--- config.mk ---
export PLATFORM = sky130hd
export DESIGN_NAME = result_demux3
export DESIGN_NICKNAME = d
export VERILOG_FILES = /design/src/rtl/result_demux_pkg.sv /design/src/rtl/result_demux3_skid_buf2.sv /design/src/rtl/result_demux3.sv
export SDC_FILE = /design/constraint.sdc
export NUM_CORES = 1
export LEC_CHECK = 0
export CORE_UTILIZATION = 51
export DETAILED_ROUTE_END_ITERATION = 7
export HOLD_SLACK_MARGIN = 0.08
export PLACE_DENSITY = 0.85
export SETUP_SLACK_MARGIN = 0.05
export SLEW_MARGIN = 20
export SYNTH_ARGS = -nofsm -noshare
export SYNTH_HDL_FRONTEND = slang
export SYNTH_SLANG_ARGS = --single-unit
export TNS_END_PERCENT = 20
--- constraint.sdc ---
create_clock -name clk -period 2.3 [get_ports clk]
set_input_delay 0.46 -clock clk [delete_from_list [all_inputs] [get_ports clk]]
set_output_delay 0.46 -clock clk [all_outputs]
set_load 0.02 [all_outputs]
--- src/rtl/result_demux_pkg.sv ---
// Shared constants and the destination decode for the result_demux3 router.
package result_demux_pkg;

    localparam logic [1:0] SEL_P0  = 2'b00;
    localparam logic [1:0] SEL_P1  = 2'b01;
    localparam logic [1:0] SEL_P2  = 2'b10;
    localparam logic [1:0] SEL_RSV = 2'b11;

    typedef enum logic [1:0] {
        EMPTY = 2'd0,
        ONE   = 2'd1,
        TWO   = 2'd2
    } occ_e;

    // Same mapping as the 3:1 operand select: anything above 01 lands on port 2.
    function automatic logic [2:0] sel_decode(input logic [1:0] sel);
        logic [2:0] onehot;
        case (sel)
            SEL_P0:  onehot = 3'b001;
            SEL_P1:  onehot = 3'b010;
            default: onehot = 3'b100;
        endcase
        return onehot;
    endfunction

endpackage

--- src/rtl/result_demux3_skid_buf2.sv ---
// Two-entry in-order buffer; e0 is always the head. The occupancy FSM state is
// exported directly so checkers can bind to it.
module skid_buf2
    import result_demux_pkg::*;
#(
    parameter int W = 34
) (
    input  logic         clk,
    input  logic         rst,
    input  logic         push,
    input  logic         pop,
    input  logic [W-1:0] din,
    output logic [W-1:0] dout,
    output occ_e         state
);

    logic [W-1:0] e0;
    logic [W-1:0] e1;

    always_ff @(posedge clk) begin
        if (rst) begin
            state <= EMPTY;
            e0    <= '0;
            e1    <= '0;
        end else begin
            case (state)
                EMPTY: begin
                    if (push) begin
                        e0    <= din;
                        state <= ONE;
                    end
                end
                ONE: begin
                    if (push && pop) begin
                        e0 <= din;
                    end else if (push) begin
                        e1    <= din;
                        state <= TWO;
                    end else if (pop) begin
                        state <= EMPTY;
                    end
                end
                TWO: begin
                    // The top holds in_ready low when full, so only a pop can happen here.
                    if (pop) begin
                        e0    <= e1;
                        state <= ONE;
                    end
                end
                default: state <= EMPTY;
            endcase
        end
    end

    assign dout = e0;

endmodule

--- src/rtl/result_demux3.sv ---
// Registered 1-to-3 result router. Optional macro RESULT_DEMUX_RSV_SEL_DROP_EN
// drops sel=11 results on accept and flags them on a sticky sel_err output.
module result_demux3
    import result_demux_pkg::*;
#(
    parameter int DATA_W = 32
) (
    input  logic              clk,
    input  logic              rst,
    input  logic              in_valid,
    output logic              in_ready,
    input  logic [DATA_W-1:0] in_data,
    input  logic [1:0]        in_sel,
    output logic [DATA_W-1:0] out_data,
    output logic [2:0]        out_valid,
    input  logic [2:0]        out_ready,
    output logic [1:0]        occupancy
`ifdef RESULT_DEMUX_RSV_SEL_DROP_EN
    ,
    output logic              sel_err
`endif
);

    // Handshake: a transfer happens on a rising edge where valid and ready are
    // both high. in_ready depends only on registered state and rst; out_valid is
    // held stable until the targeted sink's ready bit is high.

    localparam int EW = DATA_W + 2;

    logic          push;
    logic          store;
    logic          pop;
    logic [EW-1:0] head;
    logic [1:0]    head_sel;
    logic [DATA_W-1:0] head_data;
    occ_e          state;
    logic          nonempty;

    assign in_ready = ~rst & (state != TWO);
    assign push     = in_valid & in_ready;

`ifdef RESULT_DEMUX_RSV_SEL_DROP_EN
    assign store = push & (in_sel != SEL_RSV);

    always_ff @(posedge clk) begin
        if (rst) begin
            sel_err <= 1'b0;
        end else if (push && (in_sel == SEL_RSV)) begin
            sel_err <= 1'b1;
        end
    end
`else
    assign store = push;
`endif

    skid_buf2 #(.W(EW)) u_buf (
        .clk   (clk),
        .rst   (rst),
        .push  (store),
        .pop   (pop),
        .din   ({in_sel, in_data}),
        .dout  (head),
        .state (state)
    );

    assign head_sel  = head[EW-1 -: 2];
    assign head_data = head[DATA_W-1:0];
    assign nonempty  = (state != EMPTY);

    assign out_valid = nonempty ? sel_decode(head_sel) : 3'b000;
    assign out_data  = nonempty ? head_data : '0;
    assign pop       = |(out_valid & out_ready);
    assign occupancy = state;

endmodule

==> results of run 1 <==
[cell type report]
type | instances | share of cell area (%)
clock buffers | 9 | 2.692
clock inverters | 7 | 2.637
inverters | 1 | 0.08157
multi-input cells | 296 | 40.08
flip-flops and latches | 70 | 30.45
well taps | 96 | 2.610
repair buffers | 98 | 21.45
[logic make-up after synthesis]
kind of cell           synth area share (%)
AO/OA/AOI/OAI                         24.27
buffers and inverters                 11.19
flip-flops                            38.55
multiplexers                         0.9638
AND/OR/NAND/NOR                       25.03
[flip-flops by register name (all words and copies together), names as in the netlist]
register / cells
u_buf.e1: 34
u_buf.state: 2
u_buf.dout: 34
[worst min-delay path: cells and delay by family (launching register included)]
| family | cells | cell delay, ns |
|---|---|---|
| AOI/OAI and AO/OA | 2 | 0.12 |
| DFF | 1 | 0.31 |
[through the flow]
step           power (uW)  setup TNS (ns)
6_report             3358               0
4_1_cts              3360               0
3_5_place_dp         2157          -2.176
3_3_place_gp         2129               0
2_1_floorplan        1901               0
5_1_grt              3478               0
[timing repair]
action / 4_1_cts / 5_1_grt
gates cloned: 0 / 0
pin swaps: 0 / 0
setup endpoints to repair: 1 / 2
gates resized for setup: 1 / 1
buffers inserted: 0 / 0
[layer usage]
metal	wire, um	vias to the layer above	global-route usage, %
li1	-	1588	-
met1	3801	1648	31.16
met2	4886	134	46.32
met3	579	24	3.905
met4	237	0	14.85
met5	0	-	0
[power by group]
| part | leakage, uW | switching, uW | internal [uW] |
|---|---|---|---|
| logic | 0.000853 | 433 | 356 |
| registers | 0.000572 | 48.7 | 1300 |
| clock network | 0.000124 | 496 | 725 |
[synth_stat cells (all sizes together)]
master	count
a211oi	1
a21boi	1
a21oi	36
a311oi	34
a31oi	1
and3b	1
buf	8
clkbuf	34
dfxtp	70
dlygate4sd1	1
dlygate4sd3	1
inv	1
mux2	1
mux2i	2
nand2	69
nand2b	1
nand3	34
nand3b	2
nor2	2
nor2b	35
nor3	36
nor3b	2
o21ai	34
o22ai	1
or2	1
or3b	1
or4b	1
[worst max path at each step]
stage,start,to,slack (ns),cells after the start
final,u_buf.dout[33]$_SDFFE_PP0P_,out_valid[2],0.06,2
after global routing,u_buf.dout[33]$_SDFFE_PP0P_,out_valid[2],0.04,2
after CTS,u_buf.state[1]$_SDFFE_PP0P_,in_ready,0.06,4
after detailed placement,out_ready[0],u_buf.e1[3]$_SDFFE_PP0P_,-0.09,5
after global placement,in_valid,u_buf.dout[33]$_SDFFE_PP0P_,0.004,6
after floorplan,u_buf.state[1]$_SDFFE_PP0P_,out_valid[1],0.37,3
==> impl_table.tex, run 1 <==
\begin{tabular}{lr}
\hline
Metric & Value \\
\hline
\multicolumn{2}{l}{\textbf{Setup path}} \\
\quad Worst path bufs/invs & 1 \\
\quad Critical path peak fanout & 9 \\
\quad WS Path Type & flip-flop to output pin \\
\quad Worst Path Required & 1.84 ns \\
\quad Number of cells on the worst reg-to-reg path & 4 \\
\quad Data arrival time of the critical path & 1.78 ns \\
\quad Setup slack on the worst flop-to-flop path & 0.28 ns \\
\quad Critical path's top delay family & buffers and inverters \\
\quad Critical path, cell by cell & nor2b\_1 -> clkdlybuf4s50\_1 \\
\quad Worst-path cell with the longest stage delay & sky130\_fd\_sc\_hd\_\_clkdlybuf4s50\_1 \\
\quad Startpoint class of the critical path & flip-flop \\
\quad Reg-to-reg critical path endpoint & u\_buf.e1[27]\$\_SDFFE\_PP0P\_ \\
\quad Crit path capture type & output pin \\
\quad Maximum cell stage delay along the critical path & 0.62 ns \\
\quad Worst r2r src & u\_buf.dout[32]\$\_SDFFE\_PP0P\_ \\
\multicolumn{2}{l}{\textbf{Worst hold path}} \\
\quad Worst hold path stage count & 2 \\
\quad Hold path endpoint & u\_buf.e1[33]\$\_SDFFE\_PP0P\_ \\
\quad Worst min-delay path startpoint & u\_buf.e1[33]\$\_SDFFE\_PP0P\_ \\
\quad Class of the tightest hold or removal check & flip-flop to flip-flop \\
\multicolumn{2}{l}{\textbf{Die}} \\
\quad Number of top-level pins & 78 \\
\quad Die area & 0.007468 sq mm \\
\quad Placeable core region & 0.006832 sq mm \\
\quad Die span in y & 86.42 um \\
\quad Starting Density & 53.21\% \\
\quad Std-Cell Rows & 30 \\
\quad Horizontal die dimension & 86.42 um \\
\multicolumn{2}{l}{\textbf{Clocking}} \\
\quad Number of hold buffers added after cts & 0 \\
\quad Cell at the root of the clock tree & sky130\_fd\_sc\_hd\_\_clkbuf\_8 \\
\quad Max clock buf depth & 2 \\
\quad Number of CTS-inserted buffers & 9 \\
\quad Clock tree from TritonCTS & done \\
\quad H-tree level count & 3 \\
\quad Count of clock tree sinks & 70 \\
\quad Insertion delay of the later-clocked pin in the worst-skew pair & 0.36 ns \\
\quad Worst-path clk slew & 0.08 ns \\
\multicolumn{2}{l}{\textbf{Detailed routing}} \\
\quad Via density & 5.882 \\
\quad Number of DRC markers after the initial detailed-route iteration & 324 \\
\quad Average wire length per cell after detail routing & 16.47 um \\
\quad First-pass detailed-route iteration total & 5 \\
\quad Detail Route Antenna Nets & 0 \\
\quad Total DRC errors in the routed layout & 0 \\
\quad Aggregate routed wire length & 9.504 mm \\
\quad Number of vias in the routed layout & 3394 \\
\multicolumn{2}{l}{\textbf{Logic synthesis}} \\
\quad Mean post-synth cell area & 8.844 sq um \\
\quad Top-area cell type share of the netlist area & 38.55\% \\
\quad Largest area contributor in the netlist & sky130\_fd\_sc\_hd\_\_dfxtp\_1 \\
\quad Synthesized net count & 451 \\
\quad Top post-synthesis cells by area & sky130\_fd\_sc\_hd\_\_dfxtp\_1 (39\%), sky130\_fd\_sc\_hd\_\_a311oi\_2 (12\%), sky130\_fd\_sc\_hd\_\_nand2\_1 (7.1\%) \\
\quad Yosys warnings & 0 \\
\quad Total standard cell area after synthesis & 0.003635 sq mm \\
\quad Distinct cells, synth & 31 \\
\quad Sequential-to-total area share from yosys stat & 38.55\% \\
\quad Synthesized instance count & 411 \\
\quad FF+latch count, synth & 70 \\
\multicolumn{2}{l}{\textbf{Final layout}} \\
\quad Multi-input combinational cell area & 0.001844 sq mm \\
\quad Filler Cell Count & 544 \\
\quad Antenna cell count & 0 \\
\quad Number of nets in the layout & 516 \\
\quad Synth-to-Final Area Change & 26.61\% \\
\quad Fraction of final layout cells with drive strength greater than 1 & 16.22\% \\
\quad Commonest cells after routing, fill and taps aside & sky130\_fd\_sc\_hd\_\_clkdlybuf4s50\_1 (74), sky130\_fd\_sc\_hd\_\_dfxtp\_1 (70), sky130\_fd\_sc\_hd\_\_nand2\_1 (69), sky130\_fd\_sc\_hd\_\_nor3\_1 (36), sky130\_fd\_sc\_hd\_\_a21oi\_1 (36) \\
\quad Combined flip-flop and latch cell area & 0.001401 sq mm \\
\quad Final cell count without fillers & 577 \\
\quad Most common library cell in the layout ignoring fill and taps & sky130\_fd\_sc\_hd\_\_clkdlybuf4s50\_1 \\
\quad Finished Cell Area & 0.004602 sq mm \\
\quad Share of the core filled with cells & 67.36\% \\
\multicolumn{2}{l}{\textbf{Place}} \\
\quad Placer's final routability congestion estimate & 0.7945 \\
\quad Pre-CTS WS & -0.09288 ns \\
\quad DP Area & 0.004355 sq mm \\
\quad HPWL after detailed placement & 6.064 mm \\
\quad Count of input and output buffers & 77 \\
\quad Placed cells & 561 \\
\multicolumn{2}{l}{\textbf{Run}} \\
\quad Max-cap violations & 0 \\
\multicolumn{2}{l}{\textbf{STA}} \\
\quad Layout Skew & 0.01271 ns \\
\quad Post-route minimum period & 2.237 ns \\
\quad Final hold violation count & 0 \\
\quad Final Cycle Share & 97.25\% \\
\quad Worst rel slew slack & 50.85\% \\
\quad Finish-stage setup viols & 0 \\
\quad Final Max Slew Viols & 0 \\
\quad Unrepaired setup endpoints after global routing & true \\
\quad Worst-margin pin slew & 0.7373 ns \\
\quad Fmax & 447.1 MHz \\
\quad Final worst hold slack & 0.4802 ns \\
\quad Final setup slack of the worst path & 0.06327 ns \\
\multicolumn{2}{l}{\textbf{Status}} \\
\quad Outcome & completed \\
\multicolumn{2}{l}{\textbf{GRT}} \\
\quad Total global-route track usage & 26.52\% \\
\quad Total overflow reported by the global router & 0 \\
\quad Pin count of the biggest net entering global routing & 37 \\
\quad Global-route wire length before repair & 15.25 mm \\
\quad Via count of the first global-routing pass & 3267 \\
\quad Antenna violations before repair & 0 \\
\multicolumn{2}{l}{\textbf{Power}} \\
\quad Leakage power & 0.001549 uW \\
\quad Maximum vdd ir drop & 506.5 uV \\
\quad Power density over cell area & 729.6 mW/mm\^{}2 \\
\hline
\end{tabular}
Note: power is estimated with default switching activity, not from simulation.
==> run 2: changes to the inputs <==
--- a/config.mk
+++ b/config.mk
@@ -14,4 +14,4 @@
 export SYNTH_ARGS = -nofsm -noshare
 export SYNTH_HDL_FRONTEND = slang
 export SYNTH_SLANG_ARGS = --single-unit
-export TNS_END_PERCENT = 20
+export TNS_END_PERCENT = 1
==> results of run 2 <==
The final DEF is identical to that of run 1; final timing and power are the same.
==> run 3: changes to the inputs <==
--- a/config.mk
+++ b/config.mk
@@ -5,10 +5,9 @@
 export SDC_FILE = /design/constraint.sdc
 export NUM_CORES = 1
 export LEC_CHECK = 0
-export CORE_UTILIZATION = 51
+export CORE_UTILIZATION = 50
 export DETAILED_ROUTE_END_ITERATION = 7
-export HOLD_SLACK_MARGIN = 0.08
-export PLACE_DENSITY = 0.85
+export PLACE_DENSITY = 0.84
 export SETUP_SLACK_MARGIN = 0.05
 export SLEW_MARGIN = 20
 export SYNTH_ARGS = -nofsm -noshare
==> run 3 against run 2 <==
- via count down 1.6%
- hold slack about the same
- final cell count up 1.0%
- sequential power about the same
- sequential cell count unchanged
- clock-buffer cell count up 2
==> impl_table.tex, run 3 (synthesis gave the netlist of run 1 again) <==
\begin{tabular}{lr}
\hline
Metric & Value \\
\hline
\multicolumn{2}{l}{\textbf{Die}} \\
\quad Die area & 0.007614 sq mm (was 0.007468 sq mm) \\
\quad Placeable core region & 0.006907 sq mm (was 0.006832 sq mm) \\
\quad Std-Cell Rows & 30 (unchanged) \\
\quad Starting Density & 52.63\% (was 53.21\%) \\
\quad Horizontal die dimension & 87.26 um (was 86.42 um) \\
\quad Die span in y & 87.26 um (was 86.42 um) \\
\quad Number of top-level pins & 78 (unchanged) \\
\multicolumn{2}{l}{\textbf{Worst hold path}} \\
\quad Hold path endpoint & u\_buf.e1[0]\$\_SDFFE\_PP0P\_ (was u\_buf.e1[33]\$\_SDFFE\_PP0P\_) \\
\quad Worst hold path stage count & 2 (unchanged) \\
\quad Class of the tightest hold or removal check & flip-flop to flip-flop (unchanged) \\
\quad Worst min-delay path startpoint & u\_buf.e1[0]\$\_SDFFE\_PP0P\_ (was u\_buf.e1[33]\$\_SDFFE\_PP0P\_) \\
\multicolumn{2}{l}{\textbf{Setup path}} \\
\quad Critical path's top delay family & buffers and inverters (unchanged) \\
\quad Maximum cell stage delay along the critical path & 0.63 ns (was 0.62 ns) \\
\quad Setup slack on the worst flop-to-flop path & 0.35 ns (was 0.28 ns) \\
\quad Worst-path cell with the longest stage delay & sky130\_fd\_sc\_hd\_\_clkdlybuf4s50\_1 (unchanged) \\
\quad Worst r2r src & u\_buf.dout[32]\$\_SDFFE\_PP0P\_ (unchanged) \\
\quad WS Path Type & flip-flop to output pin (unchanged) \\
\quad Critical path peak fanout & 6 (was 9) \\
\quad Number of cells on the worst reg-to-reg path & 4 (unchanged) \\
\quad Reg-to-reg critical path endpoint & u\_buf.e1[20]\$\_SDFFE\_PP0P\_ (was u\_buf.e1[27]\$\_SDFFE\_PP0P\_) \\
\quad Crit path capture type & output pin (unchanged) \\
\quad Data arrival time of the critical path & 1.72 ns (was 1.78 ns) \\
\quad Critical path, cell by cell & nor2\_4 -> buf\_4 -> nor2b\_1 -> clkdlybuf4s50\_1 (was nor2b\_1 -> clkdlybuf4s50\_1) \\
\quad Startpoint class of the critical path & flip-flop (unchanged) \\
\quad Worst path bufs/invs & 2 (was 1) \\
\quad Worst Path Required & 1.84 ns (about the same) \\
\multicolumn{2}{l}{\textbf{Detailed routing}} \\
\quad Average wire length per cell after detail routing & 15.60 um (was 16.47 um) \\
\quad Total DRC errors in the routed layout & 0 (unchanged) \\
\quad Via density & 5.726 (was 5.882) \\
\quad Aggregate routed wire length & 9.094 mm (was 9.504 mm) \\
\quad Number of DRC markers after the initial detailed-route iteration & 257 (was 324) \\
\quad Number of vias in the routed layout & 3338 (was 3394) \\
\quad Detail Route Antenna Nets & 0 (unchanged) \\
\quad First-pass detailed-route iteration total & 4 (was 5) \\
\multicolumn{2}{l}{\textbf{STA}} \\
\quad Worst rel slew slack & 52.92\% (was 50.85\%) \\
\quad Final hold violation count & 0 (unchanged) \\
\quad Worst-margin pin slew & 0.7062 ns (was 0.7373 ns) \\
\quad Unrepaired setup endpoints after global routing & false (was true) \\
\quad Finish-stage setup viols & 0 (unchanged) \\
\quad Post-route minimum period & 2.178 ns (was 2.237 ns) \\
\quad Layout Skew & 0.008507 ns (was 0.01271 ns) \\
\quad Final Cycle Share & 94.70\% (was 97.25\%) \\
\quad Sum Neg Setup Slack & 0 ns (unchanged) \\
\quad Final Max Slew Viols & 0 (unchanged) \\
\quad Fmax & 459.1 MHz (was 447.1 MHz) \\
\multicolumn{2}{l}{\textbf{GRT}} \\
\quad Via count of the first global-routing pass & 3207 (was 3267) \\
\quad Total global-route track usage & 25.10\% (was 26.52\%) \\
\quad Most used routing layer in global routing & met2 (unchanged) \\
\quad Global-route wire length before repair & 14.83 mm (was 15.25 mm) \\
\quad Total overflow reported by the global router & 0 (unchanged) \\
\quad Pin count of the biggest net entering global routing & 37 (unchanged) \\
\quad Antenna violations before repair & 0 (unchanged) \\
\quad Met1 Usage GRT & 29.91\% (was 31.16\%) \\
\quad Routing usage on met2 & 43.61\% (was 46.32\%) \\
\quad Met3 capacity usage during global routing & 4.550\% (was 3.905\%) \\
\multicolumn{2}{l}{\textbf{Clocking}} \\
\quad Max clock buf depth & 2 (unchanged) \\
\quad H-tree level count & 3 (unchanged) \\
\quad Number of CTS-inserted buffers & 9 (unchanged) \\
\quad Worst-path clk slew & 0.07 ns (was 0.08 ns) \\
\quad Insertion delay of the later-clocked pin in the worst-skew pair & 0.35 ns (was 0.36 ns) \\
\quad Clock tree from TritonCTS & done (unchanged) \\
\quad Cell at the root of the clock tree & sky130\_fd\_sc\_hd\_\_clkbuf\_8 (unchanged) \\
\quad Count of clock tree sinks & 70 (unchanged) \\
\multicolumn{2}{l}{\textbf{Final layout}} \\
\quad Multi-input combinational cell area & 0.001849 sq mm (was 0.001844 sq mm) \\
\quad Number of nets in the layout & 522 (was 516) \\
\quad Filler Cell Count & 559 (was 544) \\
\quad Share of the core filled with cells & 67.45\% (was 67.36\%) \\
\quad Synth-to-Final Area Change & 28.16\% (was 26.61\%) \\
\quad Commonest cells after routing, fill and taps aside & sky130\_fd\_sc\_hd\_\_nand2\_1 (69), sky130\_fd\_sc\_hd\_\_dfxtp\_1 (69), sky130\_fd\_sc\_hd\_\_clkdlybuf4s50\_1 (57), sky130\_fd\_sc\_hd\_\_nor3\_1 (36), sky130\_fd\_sc\_hd\_\_a21oi\_1 (36) (was sky130\_fd\_sc\_hd\_\_clkdlybuf4s50\_1 (74), sky130\_fd\_sc\_hd\_\_dfxtp\_1 (70), sky130\_fd\_sc\_hd\_\_nand2\_1 (69), sky130\_fd\_sc\_hd\_\_nor3\_1 (36), sky130\_fd\_sc\_hd\_\_a21oi\_1 (36)) \\
\quad Antenna cell count & 0 (unchanged) \\
\quad Combined flip-flop and latch cell area & 0.001403 sq mm (was 0.001401 sq mm) \\
\quad Fraction of final layout cells with drive strength greater than 1 & 17.45\% (was 16.22\%) \\
\multicolumn{2}{l}{\textbf{Place}} \\
\quad HPWL after detailed placement & 5.938 mm (was 6.064 mm) \\
\quad Placer's final routability congestion estimate & 0.8049 (was 0.7945) \\
\quad Count of input and output buffers & 77 (unchanged) \\
\multicolumn{2}{l}{\textbf{Power}} \\
\quad Maximum vdd ir drop & 370.9 uV (was 506.5 uV) \\
\quad Power density over cell area & 704.3 mW/mm\^{}2 (was 729.6 mW/mm\^{}2) \\
\quad Leakage power & 0.001868 uW (was 0.001549 uW) \\
\multicolumn{2}{l}{\textbf{Run}} \\
\quad Max-cap violations & 0 (unchanged) \\
\multicolumn{2}{l}{\textbf{Status}} \\
\quad Outcome & completed (unchanged) \\
\hline
\end{tabular}
[run 3: layout make-up]
type / count / share of cell area, %
clock inverter: 5 / 1.746
inverter: 1 / 0.08058
multi-input combinational: 296 / 39.70
timing repair buffer: 104 / 22.54
tap: 96 / 2.579
sequential: 70 / 30.11
clock buffer: 11 / 3.250
[run 3: worst max path at each step]
stage	slack, ns	endpoint	startpoint	cells past startpoint
4_1_cts	0.07	out_valid[2]	u_buf.dout[33]$_SDFFE_PP0P_	2
5_1_grt	0.05	out_data[23]	u_buf.state[1]$_SDFFE_PP0P_	4
3_3_place_gp	0.02	u_buf.dout[16]$_SDFFE_PP0P_	in_valid	6
6_report	0.12	out_data[23]	u_buf.state[0]$_SDFFE_PP0P_	4
2_1_floorplan	0.37	out_valid[1]	u_buf.state[1]$_SDFFE_PP0P_	3
3_5_place_dp	-0.05	u_buf.dout[30]$_SDFFE_PP0P_	in_valid	6
[run 3: routing by layer]
| layer | wire length, um | up-vias |
|---|---|---|
| met4 | 206 | 0 |
| met5 | 0 | - |
| met3 | 528 | 19 |
| li1 | - | 1599 |
| met1 | 3761 | 1588 |
| met2 | 4597 | 132 |
[run 3: worst reg2reg max path: stages (launching register included)]
cell and delay [ns]:
sky130_fd_sc_hd__dfxtp_1 0.41, sky130_fd_sc_hd__mux2i_2 0.41, sky130_fd_sc_hd__mux2_2 0.71, sky130_fd_sc_hd__nand3_1 0.19, sky130_fd_sc_hd__a21oi_1 0.16
[run 3: where the power goes]
| group | switching [uW] | internal (uW) | total [uW] |
|---|---|---|---|
| sequential | 51.4 | 1300 | 1350 |
| clock | 477 | 670 | 1150 |
| combinational | 424 | 359 | 783 |
[run 3: repair_timing]
item / 4_1_cts / 5_1_grt
gates resized for setup: 2 / 19
hold endpoints to repair: 0 / 0
setup endpoints to repair: 36 / 19
pin swaps: 1 / 0
hold buffers: 0 / 0
buffers inserted: 3 / 0
[run 3: through the flow]
step | setup slack [ns] | cells | cell area (sq um) | total power (uW) | hold WS [ns]
after floorplan | 0.3734 | 411 | 3635 | 1901 | 0.4494
after global placement | 0.01705 | 564 | 4353 | 2127 | 0.4596
after detailed placement | -0.05030 | 564 | 4353 | 2147 | 0.4668
after CTS | 0.07104 | 583 | 4612 | 3291 | 0.4764
after global routing | 0.05108 | 583 | 4658 | 3410 | 0.4916
final | 0.1218 | 583 | 4658 | 3281 | 0.4804
